$ cat src/rtl/mips_pkg.sv
// Shared MIPS load definitions: load-type codes, load-unit FSM states and
// plain constants for code that handles load_type as raw bits.
package mips_pkg;

  typedef enum logic [2:0] {
    LT_LB  = 3'd0,
    LT_LBU = 3'd1,
    LT_LH  = 3'd2,
    LT_LHU = 3'd3,
    LT_LW  = 3'd4,
    LT_LWL = 3'd5,
    LT_LWR = 3'd6,
    LT_LW7 = 3'd7   // reserved code, behaves as LW
  } load_type_t;

  typedef enum logic [1:0] {
    ST_IDLE = 2'd0,
    ST_REQ  = 2'd1,
    ST_DONE = 2'd2,
    ST_ERR  = 2'd3
  } ldu_state_t;

  localparam logic [2:0] LB  = 3'd0;
  localparam logic [2:0] LBU = 3'd1;
  localparam logic [2:0] LH  = 3'd2;
  localparam logic [2:0] LHU = 3'd3;
  localparam logic [2:0] LW  = 3'd4;
  localparam logic [2:0] LWL = 3'd5;
  localparam logic [2:0] LWR = 3'd6;

endpackage

$ cat src/rtl/load_extract.sv
// Combinational MIPS load extraction (little-endian lanes) with LWL/LWR
// merge against the old rt value. Shared by the bus path and future cache path.
module load_extract
  import mips_pkg::*;
(
  input  logic [31:0] word,
  input  logic [2:0]  load_type,
  input  logic [1:0]  addr_lo,
  input  logic [31:0] rt_old,
  output logic [31:0] result
);

  logic [7:0]  byte_s;
  logic [15:0] half_s;
  logic [4:0]  shl_s;
  logic [4:0]  shr_s;
  logic [31:0] lwl_s;
  logic [31:0] lwr_s;

  // Select lanes, build the unaligned-merge candidates, then pick by load type.
  always_comb begin
    byte_s = word[{addr_lo, 3'b000} +: 8];
    // addr_lo[0] is deliberately ignored: halfwords are never trapped.
    half_s = word[{addr_lo[1], 4'b0000} +: 16];
    shl_s  = {2'd3 - addr_lo, 3'b000};
    shr_s  = {addr_lo, 3'b000};
    lwl_s  = (word << shl_s) | (rt_old & ((32'd1 << shl_s) - 32'd1));
    lwr_s  = (word >> shr_s) | (rt_old & ~(32'hFFFF_FFFF >> shr_s));
    case (load_type_t'(load_type))
      LT_LB:   result = {{24{byte_s[7]}}, byte_s};
      LT_LBU:  result = {24'h00_0000, byte_s};
      LT_LH:   result = {{16{half_s[15]}}, half_s};
      LT_LHU:  result = {16'h0000, half_s};
      LT_LWL:  result = lwl_s;
      LT_LWR:  result = lwr_s;
      default: result = word;
    endcase
  end

endmodule

$ cat src/rtl/load_data_unit.sv
// Memory data-register stage: issues one Avalon-style read per request,
// captures the returned word, extracts/merges the load result and flags
// a sticky error when the slave stalls longer than MAX_WAIT cycles.
module load_data_unit
  import mips_pkg::*;
#(
  parameter int DATA_WIDTH = 32,
  parameter int MAX_WAIT   = 255,
  parameter int WAIT_CNT_W = 16
) (
  input  logic                  clk,
  input  logic                  reset,
  input  logic                  start,
  input  logic [2:0]            load_type,
  input  logic [1:0]            addr_lo,
  input  logic [DATA_WIDTH-1:0] rt_old,
  input  logic                  waitrequest,
  input  logic [DATA_WIDTH-1:0] readdata,
  output logic                  read,
  output logic                  busy,
  output logic                  data_valid,
  output logic [DATA_WIDTH-1:0] dr_readdata,
  output logic [DATA_WIDTH-1:0] raw_data,
  output logic                  timeout_err
);

  localparam logic [WAIT_CNT_W-1:0] MAX_WAIT_C = WAIT_CNT_W'(MAX_WAIT);

  ldu_state_t            state_q, state_d;
  logic [2:0]            lt_q, lt_d;
  logic [1:0]            off_q, off_d;
  logic [DATA_WIDTH-1:0] rt_q, rt_d;
  logic [WAIT_CNT_W-1:0] cnt_q, cnt_d;
  logic                  read_q, read_d;
  logic                  busy_q, busy_d;
  logic                  dv_q, dv_d;
  logic [DATA_WIDTH-1:0] dr_q, dr_d;
  logic [DATA_WIDTH-1:0] raw_q, raw_d;
  logic                  to_q, to_d;
  logic                  accept_s;
  logic [DATA_WIDTH-1:0] ext_s;

  // Request parameters are latched, so readdata is the only live input here.
  load_extract u_extract (
    .word      (readdata),
    .load_type (lt_q),
    .addr_lo   (off_q),
    .rt_old    (rt_q),
    .result    (ext_s)
  );

  // Next-state and next-output logic; all outputs are registered from state_d.
  always_comb begin
    state_d  = state_q;
    lt_d     = lt_q;
    off_d    = off_q;
    rt_d     = rt_q;
    cnt_d    = cnt_q;
    dr_d     = dr_q;
    raw_d    = raw_q;
    accept_s = 1'b0;
    case (state_q)
      ST_IDLE, ST_DONE: begin
        if (start) begin
          accept_s = 1'b1;
        end else begin
          accept_s = 1'b0;
        end
      end
      ST_REQ: begin
        // Acceptance takes priority over the timeout check.
        if (!waitrequest) begin
          state_d = ST_DONE;
          raw_d   = readdata;
          dr_d    = ext_s;
        end else if (cnt_q == MAX_WAIT_C) begin
          state_d = ST_ERR;
        end else begin
          cnt_d = cnt_q + {{(WAIT_CNT_W-1){1'b0}}, 1'b1};
        end
      end
      ST_ERR: begin
        state_d = ST_ERR;
      end
      default: begin
        state_d = ST_IDLE;
      end
    endcase
    if (accept_s) begin
      state_d = ST_REQ;
      lt_d    = load_type;
      off_d   = addr_lo;
      rt_d    = rt_old;
      cnt_d   = {WAIT_CNT_W{1'b0}};
    end else begin
      state_d = state_d;
    end
    read_d = (state_d == ST_REQ);
    busy_d = (state_d == ST_REQ);
    dv_d   = (state_d == ST_DONE);
    to_d   = to_q | (state_d == ST_ERR);
  end

  // State and output registers with synchronous reset.
  always_ff @(posedge clk) begin
    if (reset) begin
      state_q <= ST_IDLE;
      lt_q    <= 3'd0;
      off_q   <= 2'd0;
      rt_q    <= {DATA_WIDTH{1'b0}};
      cnt_q   <= {WAIT_CNT_W{1'b0}};
      read_q  <= 1'b0;
      busy_q  <= 1'b0;
      dv_q    <= 1'b0;
      dr_q    <= {DATA_WIDTH{1'b0}};
      raw_q   <= {DATA_WIDTH{1'b0}};
      to_q    <= 1'b0;
    end else begin
      state_q <= state_d;
      lt_q    <= lt_d;
      off_q   <= off_d;
      rt_q    <= rt_d;
      cnt_q   <= cnt_d;
      read_q  <= read_d;
      busy_q  <= busy_d;
      dv_q    <= dv_d;
      dr_q    <= dr_d;
      raw_q   <= raw_d;
      to_q    <= to_d;
    end
  end

  assign read        = read_q;
  assign busy        = busy_q;
  assign data_valid  = dv_q;
  assign dr_readdata = dr_q;
  assign raw_data    = raw_q;
  assign timeout_err = to_q;

endmodule

$ cat config.mk
export PLATFORM = sky130hd
export DESIGN_NAME = load_data_unit
export DESIGN_NICKNAME = d
export VERILOG_FILES = /design/src/rtl/mips_pkg.sv /design/src/rtl/load_extract.sv /design/src/rtl/load_data_unit.sv
export SDC_FILE = /design/constraint.sdc
export NUM_CORES = 1
export LEC_CHECK = 0
export ABC_AREA = 1
export BUFFER_PORTS_ARGS = -buffer_cell sky130_fd_sc_hd__buf_2
export CORE_MARGIN = 2
export CORE_UTILIZATION = 48
export DETAILED_ROUTE_END_ITERATION = 8
export PLACE_DENSITY = 0.78
export SYNTH_ARGS = -nofsm -noshare
export SYNTH_HDL_FRONTEND = slang
export SYNTH_SLANG_ARGS = --single-unit
export TNS_END_PERCENT = 5
$ cat constraint.sdc
create_clock -name clk -period 5.25 [get_ports clk]
set_clock_uncertainty 0.1 [all_clocks]
set_input_delay 0.7875 -clock clk [delete_from_list [all_inputs] [get_ports clk]]
set_output_delay 0.7875 -clock clk [all_outputs]
set_load 0.01 [all_outputs]
==> results of run 1 <==
## synthesized netlist by cell type, types with 4 or more instances
cell      instances
a21o_1            5
a21oi_1         126
a31oi_1           6
buf_2            29
buf_4             6
clkbuf_1         24
dfxtp_1         122
inv_1            68
inv_2            13
nand2_1         294
nand2_2           4
nand3_1          70
nor2_1          115
nor3_1           11
o211ai_1         14
o21ai_0          74
o21ai_1          33
xor2_1           12
## metal layers
layer | global-route usage | vias to the layer above | share of wire
li1 | - | 3661 | -
met1 | 0.389 | 3283 | 0.42
met2 | 0.437 | 390 | 0.44
met3 | 0.0581 | 71 | 0.098
met4 | 0.148 | 2 | 0.041
met5 | 0 | - | 0.00060
## final cells by class
| cell class | instances | area (um2) |
|---|---|---|
| clock buffer | 21 | 470 |
| clock inverter | 11 | 191 |
| fill | 1361 | 5730 |
| inverter | 81 | 304 |
| multi-input combinational | 790 | 3650 |
| sequential | 122 | 2440 |
| tap | 180 | 225 |
| timing repair buffer | 149 | 768 |
## per-stage QoR
step	worst slack, ps	total power, mW	utilization
floorplan	3400	1.34	-
global placement	2520	1.49	0.536
detailed placement	2480	1.49	0.536
CTS	2470	2.79	0.584
global route	2180	2.90	0.584
finish	2350	2.80	0.584
## kinds of logic after synthesis
group	Yosys count	synth area share
fa+ha+maj	2	0.00373
buf+inv	144	0.0927
simple gates	510	0.314
compound gates	265	0.209
xor+xnor	13	0.0170
flops	122	0.364
## worst register-to-register path: stages (launching register included)
cell and delay [ps]:
dfxtp_1 290, buf_4 280, inv_2 750, nor2_2 190, inv_1 100, ha_1 420
nand2_1 240, o21ai_0 210, nand2_1 70, a31oi_1 170
## path summary, 6_finish.rpt
kind / start / end / slack [ps] / depth (start not counted)
max reg2reg: off_q[1] / dr_readdata[29] / 2350 / 9
min: raw_data[15] / raw_data[15] / 360 / 2
min reg2reg: raw_data[15] / raw_data[15] / 360 / 2
max: off_q[1] / dr_readdata[29] / 2350 / 9
## power groups by stage
stage | Clock (mW) | Combinational, mW | Sequential [mW]
2_1_floorplan | 0 | 0.294 | 1.04
3_3_place_gp | 0 | 0.448 | 1.04
3_5_place_dp | 0 | 0.453 | 1.04
4_1_cts | 1.32 | 0.455 | 1.02
5_1_grt | 1.36 | 0.512 | 1.03
6_report | 1.31 | 0.466 | 1.02
## registers in the layout (all words and copies together) (netlist names), 2 cells and up
signal / cells
dr_readdata: 32
raw_data: 32
rt_q: 32
cnt_q: 16
lt_q: 3
off_q: 2
state_q: 2
==> results.toml, run 1 <==
[outcome]
status = "completed"

[global_route]
grt_pass1_wl_um = 33400
grt_use_total = 0.288
antenna_found_initial = 1
grt_overflow = 0
grt_pass1_vias = 6521
grt_start_max_net_pins = 64

[power]
power_frac_comb = 0.167
p_sw_mw = 0.793
max-vdd-ir-drop_v = 0.000220
p_sw_frac = 0.283
power_leakage_nw = 3.76
clkPwrFrac = 0.468
power_density_mw_per_mm2 = 348
p_int_mw = 2.01
p_seq_frac = 0.365

[die]
start_util = 0.487
chipWidth_um = 122
die_area_mm2 = 0.0149
die_h_um = 122
core.rowCount = 43
core_mm2 = 0.0138
ios = 141

[clocking]
cts_root_buf = "clkbuf_16"
cts_tree = "done"
clkTransAtPathRegs_ps = 60
clock_path_buffers = 2
hold_buffers = 0
h-tree-depth = 4
clk_latency_ps = 430
numCtsBuffers = 17
clock_sinks = 122
post_cts_buffers = 0
cts-resized-gates = 0

[routing]
ant_nets = 0
drt-initial-drc-count = 856
wirelength_um = 21600
first_pass_iters = 6
via_count = 7407
drc_errors = 0
viasPerCell = 5.47
wl_per_cell_um = 15.9

[critical_path]
critical_path_arrival_ps = 3150
cp_common_cell = "nand2_1"
crit_chain = "buf_4 -> inv_2 -> nor2_2 -> inv_1 -> ha_1 -> nand2_1 -> o21ai_0 -> nand2_1 -> a31oi_1"
worstPathMaxFanout = 58
slowest_stage = "inv_2"
slowest_delay_ps = 740
cp-start-kind = "register"
critPathTopFamily = "buffers and inverters"
cp_num_buf_inv = 3
required_ps = 5500
critPathCaptureType = "register"
path_class = "reg2reg"

[synthesis]
ys.flop_type = "dfxtp_1"
synth.distinct_cells = 34
synthTopCellsByArea = "dfxtp_1 (36%), nand2_1 (16%), a21oi_1 (9.4%), nor2_1 (6.4%), o21ai_0 (5.5%)"
seq_area_frac_synth = 0.364
syn_inst = 1056
yosysTopAreaCell = "dfxtp_1"
syn_avg_cell_area_um2 = 6.35
yosys_warnings = 0
synth_nets = 1131
ys_seq_elements = 122
synth_edf_count = 0
synth_area_mm2 = 0.00671
async_reset_ff_frac = 0
yosysTopAreaCellShare = 0.364

[placed_design]
postPlaceCellArea_mm2 = 0.00739
hpwl_um = 15000
io_buffer_count = 140
gp_congestion = 0.979
placed_cells_incl_taps = 1322

[sta]
setup_viol = 0
tightest_slew_ps = 924
finalCriticalPeriod_ps = 2900
rsz0062_at_grt = "no"
final-max-slew-violation-count = 0
whs_ps = 359
setup_tns_ps = 0
slew_headroom = 0.383
fmax_mhz = 345
hold_viol = 0
finalCritPeriodShare = 0.553

[finish]
fin_cells = 1354
antenna_cells = 0
fin_area_mm2 = 0.00805
drive_above_1_share = 0.178
final_common_cell = "nand2_1"
final_net_count = 1236
final_cell_mix = "nand2_1 (294), buf_2 (140), a21oi_1 (126)"
syn_to_final_growth_pct = 19.9

[run]
drv_cap = 0

[min_path]
hold_path.class = "reg2reg"
(Power assumes the default switching activity.)
==> inputs of run 2 (changes only) <==
Clock period 5.25 ns to 2.8 ns, I/O delays scaled along.
==> results.toml, run 2 (synthesis gave the netlist of run 1 again) <==
[placed_design]
gp_congestion = 1.02
hpwl_um = 16100
io_buffer_count = 140

[clocking]
clock_path_buffers = 2
cts_root_buf = "clkbuf_16"
cts-resized-gates = 0
h-tree-depth = 4
numCtsBuffers = 17
clkTransAtPathRegs_ps = 50
clk_latency_ps = 420
clock_sinks = 122
hold_buffers = 0
post_cts_buffers = 0
cts_tree = "done"

[sta]
tightest_slew_ps = 621
setup_viol = 0
finalCriticalPeriod_ps = 2210
final-max-slew-violation-count = 0
hold_viol = 0
finalCritPeriodShare = 0.788
fmax_mhz = 453
slew_headroom = 0.585
rsz0062_at_grt = "no"
setup_tns_ps = 0

[power]
power_frac_comb = 0.181
max-vdd-ir-drop_v = 0.000421
power_density_mw_per_mm2 = 609
clkPwrFrac = 0.422
power_leakage_nw = 3.72
p_seq_frac = 0.396
p_sw_mw = 1.45
p_sw_frac = 0.300
power_mw = 4.85
p_int_mw = 3.40

[routing]
drt-initial-drc-count = 675
highest_layer = "met4"
routedLengthMet1_um = 9610
wirelength_um = 22500
ant_nets = 0
wl_met2_um = 10100
wl_per_cell_um = 16.6
first_pass_iters = 5
drc_errors = 0
wl_met3_um = 1900
via_count = 7519
viasPerCell = 5.54

[critical_path]
crit_chain = "inv_2 -> buf_4 -> nand2_2 -> o211ai_1 -> o21ai_0 -> nor3_1 -> nor2_1"
cp-start-kind = "register"
critPathTopFamily = "simple AND/OR/NAND/NOR gates"
path_class = "reg2reg"
slowest_stage = "buf_4"
worstPathMaxFanout = 57
required_ps = 3010
cp_num_buf_inv = 2
regToRegSetupSlack_ps = 590
r2r_start = "off_q[1]"
r2r-end = "dr_readdata[24]"
critPathCaptureType = "register"
critical_path_arrival_ps = 2410
reg2reg_depth = 7
slowest_delay_ps = 470

[die]
ios = 141
core_mm2 = 0.0138
die_h_um = 122
core.rowCount = 43
start_util = 0.487
chipWidth_um = 122
die_area_mm2 = 0.0149

[global_route]
grt_use_total = 0.301
grt_pass1_wl_um = 34700
antenna_found_initial = 0
grt_start_max_net_pins = 58
grt_overflow = 0
grt_pass1_vias = 6670

[min_path]
hold_path.class = "in2reg"
hold_start = "rt_old[4]"
hold_depth = 3
hold_path_end = "rt_q[4]"

[finish]
final_cell_mix = "nand2_1 (294), buf_2 (140), a21oi_1 (126)"
final_common_cell = "nand2_1"
multiInputGateArea_mm2 = 0.00365
regArea_mm2 = 0.00244
final_net_count = 1239
drive_above_1_share = 0.177
antenna_cells = 0
syn_to_final_growth_pct = 18.6
fill_cells = 1406

[outcome]
status = "completed"

[run]
drv_cap = 0
-- run 2: cell count changes in the layout (fill, tap and decap cells not counted), sizes merged --
cell    delta
bufinv     -4
buf        +3
clkbuf     +3
-- run 2: how the worst max path moves through the flow --
| stage | cells after the start | startpoint | end | slack [ps] |
|---|---|---|---|---|
| global placement | 7 | off_q[1] | dr_readdata[24] | 650 |
| floorplan | 12 | off_q[0] | dr_readdata[15] | 970 |
| CTS | 7 | off_q[1] | dr_readdata[24] | 650 |
| global route | 7 | off_q[1] | dr_readdata[24] | 440 |
| finish | 7 | off_q[1] | dr_readdata[24] | 590 |
| detailed placement | 7 | off_q[1] | dr_readdata[24] | 650 |
-- run 2: power groups by stage --
stage / sequential, mW / combinational [mW] / clock (mW)
2_1_floorplan: 1.95 / 0.552 / 0
3_3_place_gp: 1.95 / 0.853 / 0
3_5_place_dp: 1.95 / 0.857 / 0
4_1_cts: 1.92 / 0.861 / 2.07
5_1_grt: 1.93 / 0.969 / 2.14
6_report: 1.92 / 0.880 / 2.05
-- run 2: final cells by class --
cell class / instances / share of cell area
Inverter: 81 / 0.0382
Sequential cell: 122 / 0.307
Clock inverter: 7 / 0.00849
Multi-Input combinational cell: 790 / 0.458
Clock buffer: 24 / 0.0605
Timing Repair Buffer: 152 / 0.0994
Tap cell: 180 / 0.0283
-- run 2: metrics by stage --
step	setup WS [ps]	hold slack [ps]	utilization	area, um2	std cells
2_1_floorplan	966	324	-	6710	1056
3_3_place_gp	646	339	0.538	7410	1325
3_5_place_dp	650	347	0.538	7410	1325
4_1_cts	648	113	0.578	7960	1356
5_1_grt	442	140	0.578	7960	1356
6_report	594	122	0.578	7960	1356
-- run 2: worst reg2reg max path, stage by stage (launching register included) --
cell and delay [ps]:
dfxtp_1 360, inv_2 80, buf_4 470, nand2_2 370, o211ai_1 260, o21ai_0 120
nor3_1 250, nor2_1 80
-- run 2: metal layers --
metal / track usage / up-vias
met5: 0 / -
met4: 0.139 / 0
met3: 0.0567 / 63
met2: 0.464 / 356
met1: 0.409 / 3431
li1: - / 3669
